### src/rtl/bus_register_bank_pkg.sv
// Shared definitions for the basic-computer bus: register indices, bus select
// codes and default datapath widths. Used by the register bank, bus mux and control unit.
package bus_register_bank_pkg;

  localparam int unsigned ADDR_W_DEF = 12;
  localparam int unsigned DATA_W_DEF = 16;

  localparam int unsigned NUM_REGS = 6;
  localparam int unsigned REG_AR   = 0;
  localparam int unsigned REG_PC   = 1;
  localparam int unsigned REG_DR   = 2;
  localparam int unsigned REG_AC   = 3;
  localparam int unsigned REG_IR   = 4;
  localparam int unsigned REG_TR   = 5;

  typedef enum logic [2:0] {
    BUS_NONE = 3'd0,
    BUS_AR   = 3'd1,
    BUS_PC   = 3'd2,
    BUS_DR   = 3'd3,
    BUS_AC   = 3'd4,
    BUS_IR   = 3'd5,
    BUS_TR   = 3'd6,
    BUS_MEM  = 3'd7
  } bus_code_e;

  // Registers whose load data comes from the bus (everything except AC).
  localparam logic [NUM_REGS-1:0] BUS_LD_MASK = 6'b110111;

endpackage

### src/rtl/bus_register_bank_ctl_register.sv
// Generic control register: clear beats load beats increment beats hold,
// synchronous active-low reset to zero.
module ctl_register #(
  parameter int unsigned WIDTH = 16
) (
  input  logic             clk,
  input  logic             rst_n,
  input  logic             clr,
  input  logic             ld,
  input  logic             inr,
  input  logic [WIDTH-1:0] d,
  output logic [WIDTH-1:0] q
);

  logic [WIDTH-1:0] q_q;
  logic [WIDTH-1:0] q_d;

  always_comb begin
    q_d = q_q;
    if (clr) begin
      q_d = '0;
    end else if (ld) begin
      q_d = d;
    end else if (inr) begin
      q_d = q_q + WIDTH'(1);
    end
  end

  always_ff @(posedge clk) begin
    if (!rst_n) begin
      q_q <= '0;
    end else begin
      q_q <= q_d;
    end
  end

  assign q = q_q;

endmodule

### src/rtl/bus_register_bank.sv
// Destination side of the common bus: AR, PC, DR, AC, IR, TR, the sequence
// counter with its one-hot timing decode, and a sticky illegal-load flag.
module bus_register_bank
  import bus_register_bank_pkg::*;
#(
  parameter int unsigned ADDR_W = ADDR_W_DEF,
  parameter int unsigned DATA_W = DATA_W_DEF,
  parameter int unsigned SC_W   = 4
) (
  input  logic                 clk,
  input  logic                 rst_n,
  input  logic [DATA_W-1:0]    bus_data,
  input  logic [DATA_W-1:0]    ac_indata,
  input  logic [2:0]           buscode,
  input  logic [5:0]           ld,
  input  logic [5:0]           inr,
  input  logic [5:0]           clr,
  input  logic                 sc_inr,
  input  logic                 sc_clr,
  output logic [ADDR_W-1:0]    ar_outdata,
  output logic [ADDR_W-1:0]    pc_outdata,
  output logic [DATA_W-1:0]    dr_outdata,
  output logic [DATA_W-1:0]    ac_outdata,
  output logic [DATA_W-1:0]    ir_outdata,
  output logic [DATA_W-1:0]    tr_outdata,
  output logic [SC_W-1:0]      t_state,
  output logic [2**SC_W-1:0]   t_onehot,
  output logic                 bus_err
);

  localparam int unsigned      T_W        = 2**SC_W;
  localparam logic [T_W-1:0]   ONEHOT_RST = {{(T_W-1){1'b0}}, 1'b1};

  logic                illegal;
  logic [5:0]          ld_eff;
  logic                bus_err_q, bus_err_d;
  logic [SC_W-1:0]     sc_q, sc_d;
  logic [T_W-1:0]      t_onehot_q, t_onehot_d;

  // An invalid bus code blocks loads of bus-fed registers; AC is fed by the ALU.
  always_comb begin
    illegal   = (buscode == BUS_NONE);
    ld_eff    = ld;
    bus_err_d = bus_err_q;
    if (illegal) begin
      ld_eff = ld & ~BUS_LD_MASK;
      if ((ld & BUS_LD_MASK) != '0) begin
        bus_err_d = 1'b1;
      end
    end
  end

  // The one-hot decode is taken from the next SC value so both flops agree.
  always_comb begin
    sc_d = sc_q;
    if (sc_clr) begin
      sc_d = '0;
    end else if (sc_inr) begin
      sc_d = sc_q + SC_W'(1);
    end
    t_onehot_d       = '0;
    t_onehot_d[sc_d] = 1'b1;
  end

  always_ff @(posedge clk) begin
    if (!rst_n) begin
      bus_err_q  <= 1'b0;
      sc_q       <= '0;
      t_onehot_q <= ONEHOT_RST;
    end else begin
      bus_err_q  <= bus_err_d;
      sc_q       <= sc_d;
      t_onehot_q <= t_onehot_d;
    end
  end

  ctl_register #(.WIDTH(ADDR_W)) u_ar (
    .clk(clk), .rst_n(rst_n), .clr(clr[REG_AR]), .ld(ld_eff[REG_AR]), .inr(inr[REG_AR]),
    .d(bus_data[ADDR_W-1:0]), .q(ar_outdata)
  );

  ctl_register #(.WIDTH(ADDR_W)) u_pc (
    .clk(clk), .rst_n(rst_n), .clr(clr[REG_PC]), .ld(ld_eff[REG_PC]), .inr(inr[REG_PC]),
    .d(bus_data[ADDR_W-1:0]), .q(pc_outdata)
  );

  ctl_register #(.WIDTH(DATA_W)) u_dr (
    .clk(clk), .rst_n(rst_n), .clr(clr[REG_DR]), .ld(ld_eff[REG_DR]), .inr(inr[REG_DR]),
    .d(bus_data), .q(dr_outdata)
  );

  ctl_register #(.WIDTH(DATA_W)) u_ac (
    .clk(clk), .rst_n(rst_n), .clr(clr[REG_AC]), .ld(ld_eff[REG_AC]), .inr(inr[REG_AC]),
    .d(ac_indata), .q(ac_outdata)
  );

  ctl_register #(.WIDTH(DATA_W)) u_ir (
    .clk(clk), .rst_n(rst_n), .clr(clr[REG_IR]), .ld(ld_eff[REG_IR]), .inr(inr[REG_IR]),
    .d(bus_data), .q(ir_outdata)
  );

  ctl_register #(.WIDTH(DATA_W)) u_tr (
    .clk(clk), .rst_n(rst_n), .clr(clr[REG_TR]), .ld(ld_eff[REG_TR]), .inr(inr[REG_TR]),
    .d(bus_data), .q(tr_outdata)
  );

  assign t_state  = sc_q;
  assign t_onehot = t_onehot_q;
  assign bus_err  = bus_err_q;

endmodule

### config.mk
export PLATFORM = sky130hd
export DESIGN_NAME = bus_register_bank
export DESIGN_NICKNAME = d
export VERILOG_FILES = /design/src/rtl/bus_register_bank_pkg.sv /design/src/rtl/bus_register_bank_ctl_register.sv /design/src/rtl/bus_register_bank.sv
export SDC_FILE = /design/constraint.sdc
export NUM_CORES = 1
export LEC_CHECK = 0
export BUFFER_PORTS_ARGS = -buffer_cell sky130_fd_sc_hd__buf_2
export CORE_ASPECT_RATIO = 0.8
export CORE_MARGIN = 10
export CORE_UTILIZATION = 53
export CTS_BUF_LIST = sky130_fd_sc_hd__clkbuf_4
export DETAILED_ROUTE_END_ITERATION = 10
export HOLD_SLACK_MARGIN = 0.15
export PLACE_DENSITY = 0.88
export REMOVE_ABC_BUFFERS = 1
export SLEW_MARGIN = 20
export SYNTH_ARGS = -nofsm -noshare
export SYNTH_HDL_FRONTEND = slang
export SYNTH_SLANG_ARGS = --single-unit
### constraint.sdc
create_clock -name clk -period 2.2 [get_ports clk]
set_input_delay 0 -clock clk [delete_from_list [all_inputs] [get_ports clk]]
set_output_delay 0 -clock clk [all_outputs]
set_load 0.005 [all_outputs]
==> results.json, run 1 <==
{
  "p_sw_mw": 1.075,
  "fin_ws_ns": 0.05400,
  "yosysWarnings": 0,
  "muxShareOfSynthArea_pct": 2.085,
  "synth_top_family_by_area": "simple AND/OR/NAND/NOR gates",
  "crit_path_max_fanout": 4,
  "maxSlewHeadroom_pct": 52.56,
  "num_vias": 5894,
  "initial_core_util_pct": 54.49,
  "sequentialPowerShare_pct": 55.5,
  "worstSetupEndpointType": "flop",
  "yosys.area_share.xor_xnor_pct": 11.45,
  "grt_first_pass_wirelength_mm": 29.17,
  "hp-start": "buscode[1]",
  "ff2ff_path_depth": 7,
  "hold_viol_final": 0,
  "grt_usage_pct": 24.69,
  "firstDrtPassIters": 7,
  "boundaryPins": 166,
  "ys_ff_latch": 109,
  "path_class": "reg -> reg",
  "skew_ns": 0.01467,
  "p_sw_share_pct": 27.71,
  "cts_tree": "yes",
  "wl_per_cell_um": 18.92,
  "die_w_um": 131.6,
  "power_frac_comb_pct": 16.4,
  "power_frac_clock_pct": 28.1,
  "worstHoldPathType": "in -> reg",
  "syn_area_mm2": 0.005280,
  "period_share_pct": 97.55,
  "synthAdderAreaFrac_pct": 1.659,
  "wirelength_mm": 18.98,
  "leakage_nw": 2.957,
  "dp.cells": 894,
  "critPathArrivalTime_ns": 2.51,
  "syn_inst": 620,
  "cts_root_buffer": "clkbuf_4",
  "clk_latency_ns": 0.47,
  "r2r_setup_slack_ns": 0.05,
  "cap_violations": 0,
  "overflow": 0,
  "rows": 32,
  "antenna_found_initial": 3,
  "path_clk_slew_ns": 0.16,
  "synth-compound-area-share_pct": 15.83,
  "internal_power_mw": 2.805,
  "p_per_area_mw_per_mm2": 528.3,
  "final_nets": 925,
  "start_kind": "flop",
  "synthArstFlopShare_pct": 0,
  "peakVddDrop_mv": 0.4285,
  "maxClockFrequency_ghz": 0.4660,
  "crit_required_ns": 2.56,
  "layout_min_cycle_time_ns": 2.146,
  "dieHeight_um": 109.3,
  "port_buffers": 165,
  "final_cells": 1003,
  "fill_cells": 698,
  "min_to": "u_tr.q[1]$_SDFFE_PP0P_",
  "regToRegEndpoint": "u_ac.q[0]$_SDFFE_PP0P_",
  "ys_seq_area_share_pct": 41.33,
  "dpl.hpwl_mm": 12.25,
  "syn_to_final_growth_pct": 39.10,
  "drtIter0Drc": 625,
  "rr_startpoint": "u_ac.q[0]$_SDFFE_PP0P_",
  "yosysTopAreaCell": "dfxtp_1",
  "total_power_mw": 3.880,
  "status": "finished clean",
  "die_area_mm2": 0.01438,
  "synth-edff-count": 0,
  "synth_flop_cell": "dfxtp_1",
  "cts_max_level": 3,
  "yosysTopAreaCellShare_pct": 41.33,
  "ant_nets": 0,
  "hold_depth": 5,
  "design.core.area_mm2": 0.009689,
  "clock_sinks": 109,
  "gp_congestion": 0.9261,
  "synthSimpleGateAreaFrac_pct": 24.50,
  "clockBufferDepth": 2,
  "maxSlewViolCount": 0,
  "setup_violations": 0,
  "synth_area_per_cell_um2": 8.516,
  "grt_pass1_vias": 5690,
  "dp_slack_ns": 0.4211,
  "crit_start": "u_ac.q[0]$_SDFFE_PP0P_",
  "drcViolationCount": 0,
  "numCtsBuffers": 9,
  "holdWs_ns": 0.2202,
  "final_layout_size_suffix_gt1_share_pct": 24.77,
  "ys_top_cells_by_area": "dfxtp_1 41%, a211oi_1 8.4%, xnor2_1 7.5%",
  "viasPerCell": 5.876,
  "yosysUniqueCellTypes": 42,
  "grt_max_degree": 34,
  "tightestPinTransition_ns": 0.7073
}
==> layout by cell type (no fill, tap or decap), types with 12 or more instances in the layout <==
master	synthesis	routed
xor2_1	24	24
buf_4	0	12
or3_1	12	12
nor3_1	22	21
a211oi_1	59	59
nand4_1	32	32
dfxtp_1	109	105
nand2_1	32	32
nor4_1	17	16
a311oi_1	12	12
buf_2	1	165
dlygate4sd3_1	0	83
nand3_1	15	15
nor2_1	101	101
a21oi_1	12	12
xnor2_1	45	43
o21ai_0	24	24
==> kinds of logic (layout without fill, tap and decap cells) <==
| kind of cell | count (synthesis) | after routing |
|---|---|---|
| other | 0 | 3 |
| buffers and inverters | 41 | 285 |
| xor gates and xnor gates | 69 | 69 |
| and+or+nand+nor | 263 | 263 |
| adders and majority gates | 7 | 7 |
| muxes | 11 | 11 |
| AOI/OAI and AO/OA | 120 | 120 |
| DFF | 109 | 109 |
==> worst max path at each step <==
stage	endpoint	slack [ns]	cells after the start
after global placement	u_dr.q[15]$_SDFFE_PP0P_	0.49	4
after global routing	u_ac.q[6]$_SDFFE_PP0P_	-0.01	5
final	u_ac.q[0]$_SDFFE_PP0P_	0.05	7
after detailed placement	u_dr.q[15]$_SDFFE_PP0P_	0.42	4
after CTS	u_ac.q[2]$_SDFFE_PP0P_	0.01	7
after floorplan	u_dr.q[14]$_SDFFE_PP0P_	-0.23	4
==> layer usage <==
layer  global-route usage [%]  vias to the layer above  wire, um
li1                         -                     2742         -
met1                    28.58                     2750      7221
met2                    42.11                      318      9266
met3                    5.882                       84      1624
met4                    13.47                        0       867
met5                        0                        -         0
==> power by group through the flow <==
stage | sequential (mW) | clock (mW) | combinational (mW)
detailed placement | 2.19 | 0 | 0.490
CTS | 2.15 | 1.10 | 0.608
floorplan | 2.18 | 0 | 0.227
global placement | 2.18 | 0 | 0.475
finish | 2.15 | 1.09 | 0.635
global route | 2.17 | 1.18 | 0.686
==> worst max-delay path: stages, from the launching register on <==
cell	delay, ns
dfxtp_4	0.39
buf_4	0.15
xnor2_4	0.17
nor2_1	0.06
a21oi_1	0.10
dlygate4sd3_1	0.56
nor2_1	0.04
dlygate4sd3_1	0.58
==> synth_stat cells (all sizes together), types with 2 or more instances <==
cell    count
inv         8
buf         4
and2        2
a211oi     59
o21ai      24
ha          7
nor3       22
xor2       24
o31ai       7
and3       11
xnor2      45
nand2b      8
clkbuf     28
nor3b       2
and4        3
a311oi     13
mux2i      11
a21oi      12
or4         2
nand2      32
nor2      101
or3        12
nand4      33
nor4       17
dfxtp     109
nand3      15
==> flip-flops by register name (all words and copies together) (netlist names) <==
| name | flops |
|---|---|
| t_onehot | 16 |
| u_tr.q | 16 |
| bus_err | 1 |
| u_ir.q | 16 |
| u_ac.q | 16 |
| u_pc.q | 12 |
| t_state | 4 |
| u_dr.q | 16 |
| u_ar.q | 12 |
==> stage by stage <==
step	utilization [%]	TNS [ns]	instance area [um2]
6_report	75.80	0	7345
5_1_grt	75.80	-0.01387	7345
4_1_cts	74.50	0	7218
3_5_place_dp	64.32	0	6232
3_3_place_gp	64.32	0	6232
2_1_floorplan	-	-3.549	5147
==> layout make-up <==
cell class / instances / area (um2) / area share (%)
antenna: 3 / 7.507 / 0.1022
sequential: 109 / 2192 / 29.85
clock inverter: 5 / 77.57 / 1.056
inverter: 9 / 33.78 / 0.4600
timing repair buffer: 262 / 1770 / 24.11
tap: 136 / 170.2 / 2.317
clock buffer: 9 / 67.56 / 0.9199
multi-input combinational: 470 / 3025 / 41.19
==> repair_timing <==
item | in CTS | in global routing
endpoints found under the setup margin | 0 | 6
gates resized for setup | 0 | 15
hold buffers | 84 | 0
buffers inserted | 0 | 8
endpoints found under the hold margin | 109 | 0
(Power assumes the default switching activity.)
==> inputs of run 2 (changes only) <==
- CAP_MARGIN: not set -> 10
- SKIP_LAST_GASP: not set -> 1
- clock period: 2.2 -> 2.4 ns (I/O delays scaled with it)
==> run 2 against run 1 <==
  * Highest routed layer unchanged
  * Die area unchanged
  * Global-route usage increased by 0.91 points
  * Critical path type unchanged
  * Power decreased by 7.8%
  * Utilization decreased by 0.19 points
  * Flip-flop and latch count unchanged
  * Critical endpoint is now u_ac.q[14]$_SDFFE_PP0P_
  * Largest power group unchanged
==> results.json, run 2 (same netlist as run 1, synthesis figures left out) <==
{
  "multi_input_area_mm2": 0.002995,
  "syn_to_final_growth_pct": 38.74,
  "crit_start": "u_ac.q[0]$_SDFFE_PP0P_",
  "cpPeakStageDelay_ns": 0.60,
  "cts_max_level": 3,
  "worstSetupEndpointType": "flop",
  "final_layout_size_suffix_gt1_share_pct": 23.24,
  "skew_ns": 0.01484,
  "gp_congestion": 0.9272,
  "path_class": "reg -> reg",
  "grt_pass1_vias": 5864,
  "dp_slack_ns": 0.6277,
  "drtIter0Drc": 579,
  "fill_cells": 703,
  "clock_sinks": 109,
  "initial_core_util_pct": 54.49,
  "wl_per_cell_um": 18.62,
  "status": "finished clean",
  "cts_tree": "yes",
  "slowest_stage": "dlygate4sd3_1",
  "mostFrequentLayoutCells": "165 x buf_2, 107 x dfxtp_1, 101 x nor2_1",
  "r2r_setup_slack_ns": 0.06,
  "hold_viol_final": 0,
  "critPathBufInv": 1,
  "cts_root_buffer": "clkbuf_4",
  "peakVddDrop_mv": 0.3732,
  "layout_min_cycle_time_ns": 2.338,
  "die_w_um": 131.6,
  "regToRegEndpoint": "u_ac.q[14]$_SDFFE_PP0P_",
  "path_cells": "ha_1 > nand3_1 > nor4_1 > xnor2_1 > a21oi_1 > dlygate4sd3_1",
  "crit_required_ns": 2.78,
  "clk_latency_ns": 0.47,
  "grt_first_pass_wirelength_mm": 30.22,
  "path_delay_family": "simple AND/OR/NAND/NOR gates",
  "critPathArrivalTime_ns": 2.72,
  "final-seq-area_mm2": 0.002185,
  "period_share_pct": 97.43,
  "maxSlewHeadroom_pct": 51.97,
  "boundaryPins": 166,
  "grt_max_degree": 34,
  "p_per_area_mw_per_mm2": 488.3,
  "worstHoldPathType": "in -> reg",
  "leakage_nw": 2.958,
  "final_nets": 925,
  "port_buffers": 165,
  "firstDrtPassIters": 5,
  "num_vias": 5825,
  "dpl.hpwl_mm": 12.34,
  "numCtsBuffers": 9,
  "fin_tns_setup_ns": 0,
  "final_util_pct": 75.61,
  "rr_startpoint": "u_ac.q[0]$_SDFFE_PP0P_",
  "die_area_mm2": 0.01438,
  "hp-start": "rst_n",
  "clockBufferDepth": 2,
  "total_power_mw": 3.577,
  "antenna_found_initial": 2,
  "cap_violations": 0,
  "path_clk_slew_ns": 0.16,
  "hold_depth": 3,
  "grt_usage_pct": 25.60,
  "wirelength_mm": 18.68,
  "ant_nets": 0,
  "viasPerCell": 5.808,
  "final_common_cell": "buf_2",
  "ff2ff_path_depth": 6,
  "crit_path_max_fanout": 6,
  "min_to": "u_pc.q[8]$_SDFFE_PP0P_",
  "overflow": 0,
  "setup_violations": 0,
  "maxClockFrequency_ghz": 0.4277,
  "rows": 32,
  "dieHeight_um": 109.3,
  "design.core.area_mm2": 0.009689,
  "drcViolationCount": 0,
  "maxSlewViolCount": 0,
  "tightestPinTransition_ns": 0.7189,
  "fin_ws_ns": 0.06179,
  "start_kind": "flop"
}
## run 2: cell count changes in the layout (fill, tap and decap cells not counted), moves of 2 or more
cell | before | now
dfxtp_4 | 2 | 0
dfxtp_1 | 105 | 107
xnor2_1 | 43 | 45
buf_4 | 12 | 5
dlygate4sd3_1 | 83 | 91
## run 2: metrics by stage
step	instances	instance area, um2	hold slack (ns)
final	1003	7326	0.1918
after global routing	1003	7326	0.2053
after CTS	1000	7295	0.1521
after detailed placement	894	6232	0.2422
after global placement	894	6232	0.2293
after floorplan	588	5147	0.07623
## run 2: tightest hold or removal path: stages
cell and delay, ns:
buf_2 0.19, nand2b_1 0.37, a211oi_1 0.08
## run 2: cell type report
| cell class | count | area share [%] |
|---|---|---|
| diodes | 2 | 0.06832 |
| clock buffers | 10 | 1.025 |
| clock inverters | 5 | 1.042 |
| inverters | 9 | 0.4611 |
| multi-input cells | 470 | 40.89 |
| flip-flops and latches | 109 | 29.82 |
| well taps | 136 | 2.323 |
| repair buffers | 262 | 24.37 |
## run 2: worst max-delay path by stage
stage / to / slack (ns) / cells after the start
finish: u_ac.q[14]$_SDFFE_PP0P_ / 0.06 / 6
global route: u_ac.q[14]$_SDFFE_PP0P_ / -0.01 / 6
CTS: u_tr.q[12]$_SDFFE_PP0P_ / 0.14 / 8
detailed placement: u_dr.q[15]$_SDFFE_PP0P_ / 0.63 / 4
global placement: u_dr.q[15]$_SDFFE_PP0P_ / 0.68 / 4
floorplan: u_dr.q[14]$_SDFFE_PP0P_ / -0.03 / 4
## run 2: report_power, final
group | switching (mW) | leakage [nW] | internal [mW]
logic | 0.299 | 1.99 | 0.282
clock network | 0.597 | 0.0799 | 0.424
registers | 0.0925 | 0.891 | 1.88
## run 2: routing by layer
| layer | wire (um) | up-vias | GRT usage (%) |
|---|---|---|---|
| met5 | 0 | - | 0 |
| met4 | 742 | 0 | 13.39 |
| met3 | 1432 | 71 | 6.066 |
| met2 | 9012 | 294 | 43.66 |
| met1 | 7490 | 2722 | 29.86 |
| li1 | - | 2738 | - |
## run 2: repair_timing
item | 4_1_cts | 5_1_grt
hold endpoints to repair | 109 | 0
resized for setup | 0 | 5
buffers inserted | 0 | 1
hold buffers | 91 | 0
endpoints found under the setup margin | 0 | 5
==> inputs of run 3 (changes only) <==
- CORE_UTILIZATION: 53 -> 51
- CTS_BUF_LIST: sky130_fd_sc_hd__clkbuf_4 -> not set
- PLACE_DENSITY: 0.88 -> 0.86
==> run 3 against run 2 <==
  * Clock power grew 60%
  * Worst hold slack got worse by 0.023 ns
  * Register-to-register slack improved by 0.05 ns
  * Flip-flop and latch count unchanged
  * Count of clock-buffer cells in the layout is 2 higher
  * Wire length down 4.9%
  * Largest cell class unchanged
==> results.json, run 3 (same netlist as run 1, synthesis figures left out) <==
{
  "clock_sinks": 109,
  "cts_max_level": 3,
  "status": "finished clean",
  "ant_nets": 0,
  "power_frac_comb_pct": 13.0,
  "cpPeakStageDelay_ns": 0.59,
  "grt_pass1_vias": 5336,
  "dieHeight_um": 111.0,
  "syn_to_final_growth_pct": 36.42,
  "num_vias": 5586,
  "critPathBufInv": 2,
  "p_per_area_mw_per_mm2": 574.1,
  "path_delay_family": "buffers and inverters",
  "dp_slack_ns": 0.6488,
  "worstSetupEndpointType": "flop",
  "maxSlewViolCount": 0,
  "worstHoldPathType": "in -> reg",
  "drcViolationCount": 0,
  "p_sw_share_pct": 24.98,
  "drtIter0Drc": 533,
  "cts_root_buffer": "clkbuf_16",
  "layout_min_cycle_time_ns": 2.287,
  "initial_core_util_pct": 51.77,
  "critPathArrivalTime_ns": 2.51,
  "internal_power_mw": 3.102,
  "boundaryPins": 166,
  "final_util_pct": 70.63,
  "skew_ns": 0.009899,
  "period_share_pct": 95.29,
  "clk_latency_ns": 0.34,
  "mostFrequentLayoutCells": "165 x buf_2, 108 x dfxtp_1, 101 x nor2_1",
  "peakVddDrop_mv": 0.4491,
  "firstDrtPassIters": 5,
  "viasPerCell": 5.718,
  "slowest_stage": "dlygate4sd3_1",
  "cap_violations": 0,
  "hold_viol_final": 0,
  "power_frac_clock_pct": 39.3,
  "multi_input_area_mm2": 0.002989,
  "p_sw_mw": 1.033,
  "final_layout_size_suffix_gt1_share_pct": 23.68,
  "grt_first_pass_wirelength_mm": 27.92,
  "final_common_cell": "buf_2",
  "wl_per_cell_um": 18.18,
  "maxClockFrequency_ghz": 0.4373,
  "gp_congestion": 0.9082,
  "final-seq-area_mm2": 0.002183,
  "dpl.hpwl_mm": 12.11,
  "setup_violations": 0,
  "wirelength_mm": 17.76,
  "path_class": "reg -> reg",
  "tightestPinTransition_ns": 0.7145,
  "fill_cells": 814,
  "cts_tree": "yes",
  "crit_required_ns": 2.62,
  "design.core.area_mm2": 0.01020,
  "numCtsBuffers": 9,
  "die_w_um": 133.8,
  "port_buffers": 165,
  "leakage_nw": 2.879,
  "grt_usage_pct": 22.70,
  "antenna_found_initial": 1,
  "die_area_mm2": 0.01485,
  "start_kind": "flop",
  "sequentialPowerShare_pct": 47.6,
  "rsz0062_at_grt": "false",
  "grt_max_degree": 34,
  "rows": 33,
  "fin_ws_ns": 0.1130,
  "path_cells": "ha_1 > mux2i_1 > nor2_1 > a21oi_1 > dlygate4sd3_1 > nor2_1 > dlygate4sd3_1",
  "path_clk_slew_ns": 0.07,
  "overflow": 0,
  "clockBufferDepth": 2,
  "maxSlewHeadroom_pct": 52.37,
  "final_nets": 896,
  "crit_path_max_fanout": 4
}
run 3: cell count changes in the layout (fill, tap and decap cells not counted), moves of 2 or more:
| cell | previous run | this run |
|---|---|---|
| clkbuf_8 | 0 | 2 |
| dlygate4sd3_1 | 91 | 63 |
| clkbuf_4 | 10 | 0 |
| clkbuf_16 | 0 | 9 |
run 3: routing by layer:
| metal | wire length, um | GRT usage (%) | vias to the layer above | part of all wire (%) |
|---|---|---|---|---|
| met5 | 0 | 0 | - | 0 |
| met1 | 7004 | 26.81 | 2647 | 39 |
| li1 | - | - | 2681 | - |
| met3 | 1253 | 5.480 | 31 | 7.1 |
| met4 | 410 | 6.517 | 0 | 2.3 |
| met2 | 9089 | 39.74 | 227 | 51 |
run 3: cell type report:
| cell class | instances | area share [%] |
|---|---|---|
| Antenna cell | 1 | 0.03474 |
| Clock buffer | 12 | 3.561 |
| Clock inverter | 3 | 0.9554 |
| Inverter | 9 | 0.4690 |
| Multi-Input combinational cell | 470 | 41.50 |
| Sequential cell | 109 | 30.31 |
| Tap cell | 140 | 2.432 |
| Timing Repair Buffer | 233 | 20.74 |
run 3: worst paths after layout:
path,startpoint,end,slack [ns],depth (start not counted)
min reg2reg,bus_err$_SDFFE_PN0P_,bus_err$_SDFFE_PN0P_,0.49,1
max reg2reg,u_ac.q[1]$_SDFFE_PP0P_,u_ac.q[1]$_SDFFE_PP0P_,0.11,7
min,rst_n,t_onehot[14]$_SDFF_PN0_,0.17,3
max,u_ac.q[1]$_SDFFE_PP0P_,u_ac.q[1]$_SDFFE_PP0P_,0.11,7
run 3: worst register-to-register path, stage by stage (launching register included):
cell           delay (ns)
dfxtp_1              0.39
ha_1                 0.25
mux2i_1              0.14
nor2_1               0.06
a21oi_1              0.14
dlygate4sd3_1        0.59
nor2_1               0.05
dlygate4sd3_1        0.56
run 3: through the flow:
step / hold slack (ns) / area, um2 / setup TNS [ns] / instances / power (mW)
floorplan: 0.07623 / 5147 / -0.05811 / 588 / 2.208
global placement: 0.2284 / 6237 / 0 / 898 / 2.438
detailed placement: 0.2391 / 6237 / 0 / 898 / 2.456
CTS: 0.1557 / 7193 / 0 / 976 / 4.138
global route: 0.1771 / 7203 / 0 / 977 / 4.282
finish: 0.1689 / 7203 / 0 / 977 / 4.135
run 3: power groups by stage:
stage / logic, mW / clock network [mW] / registers [mW]
global route: 0.585 / 1.71 / 1.98
global placement: 0.438 / 0 / 2.00
floorplan: 0.208 / 0 / 2.00
finish: 0.539 / 1.63 / 1.97
detailed placement: 0.449 / 0 / 2.01
CTS: 0.531 / 1.64 / 1.97
run 3: repair_timing:
action / in CTS / in global routing
gates resized for setup: 0 / 2
buffers inserted: 0 / 0
setup endpoints to repair: 0 / 2
hold endpoints to repair: 101 / 0
hold buffers: 63 / 0
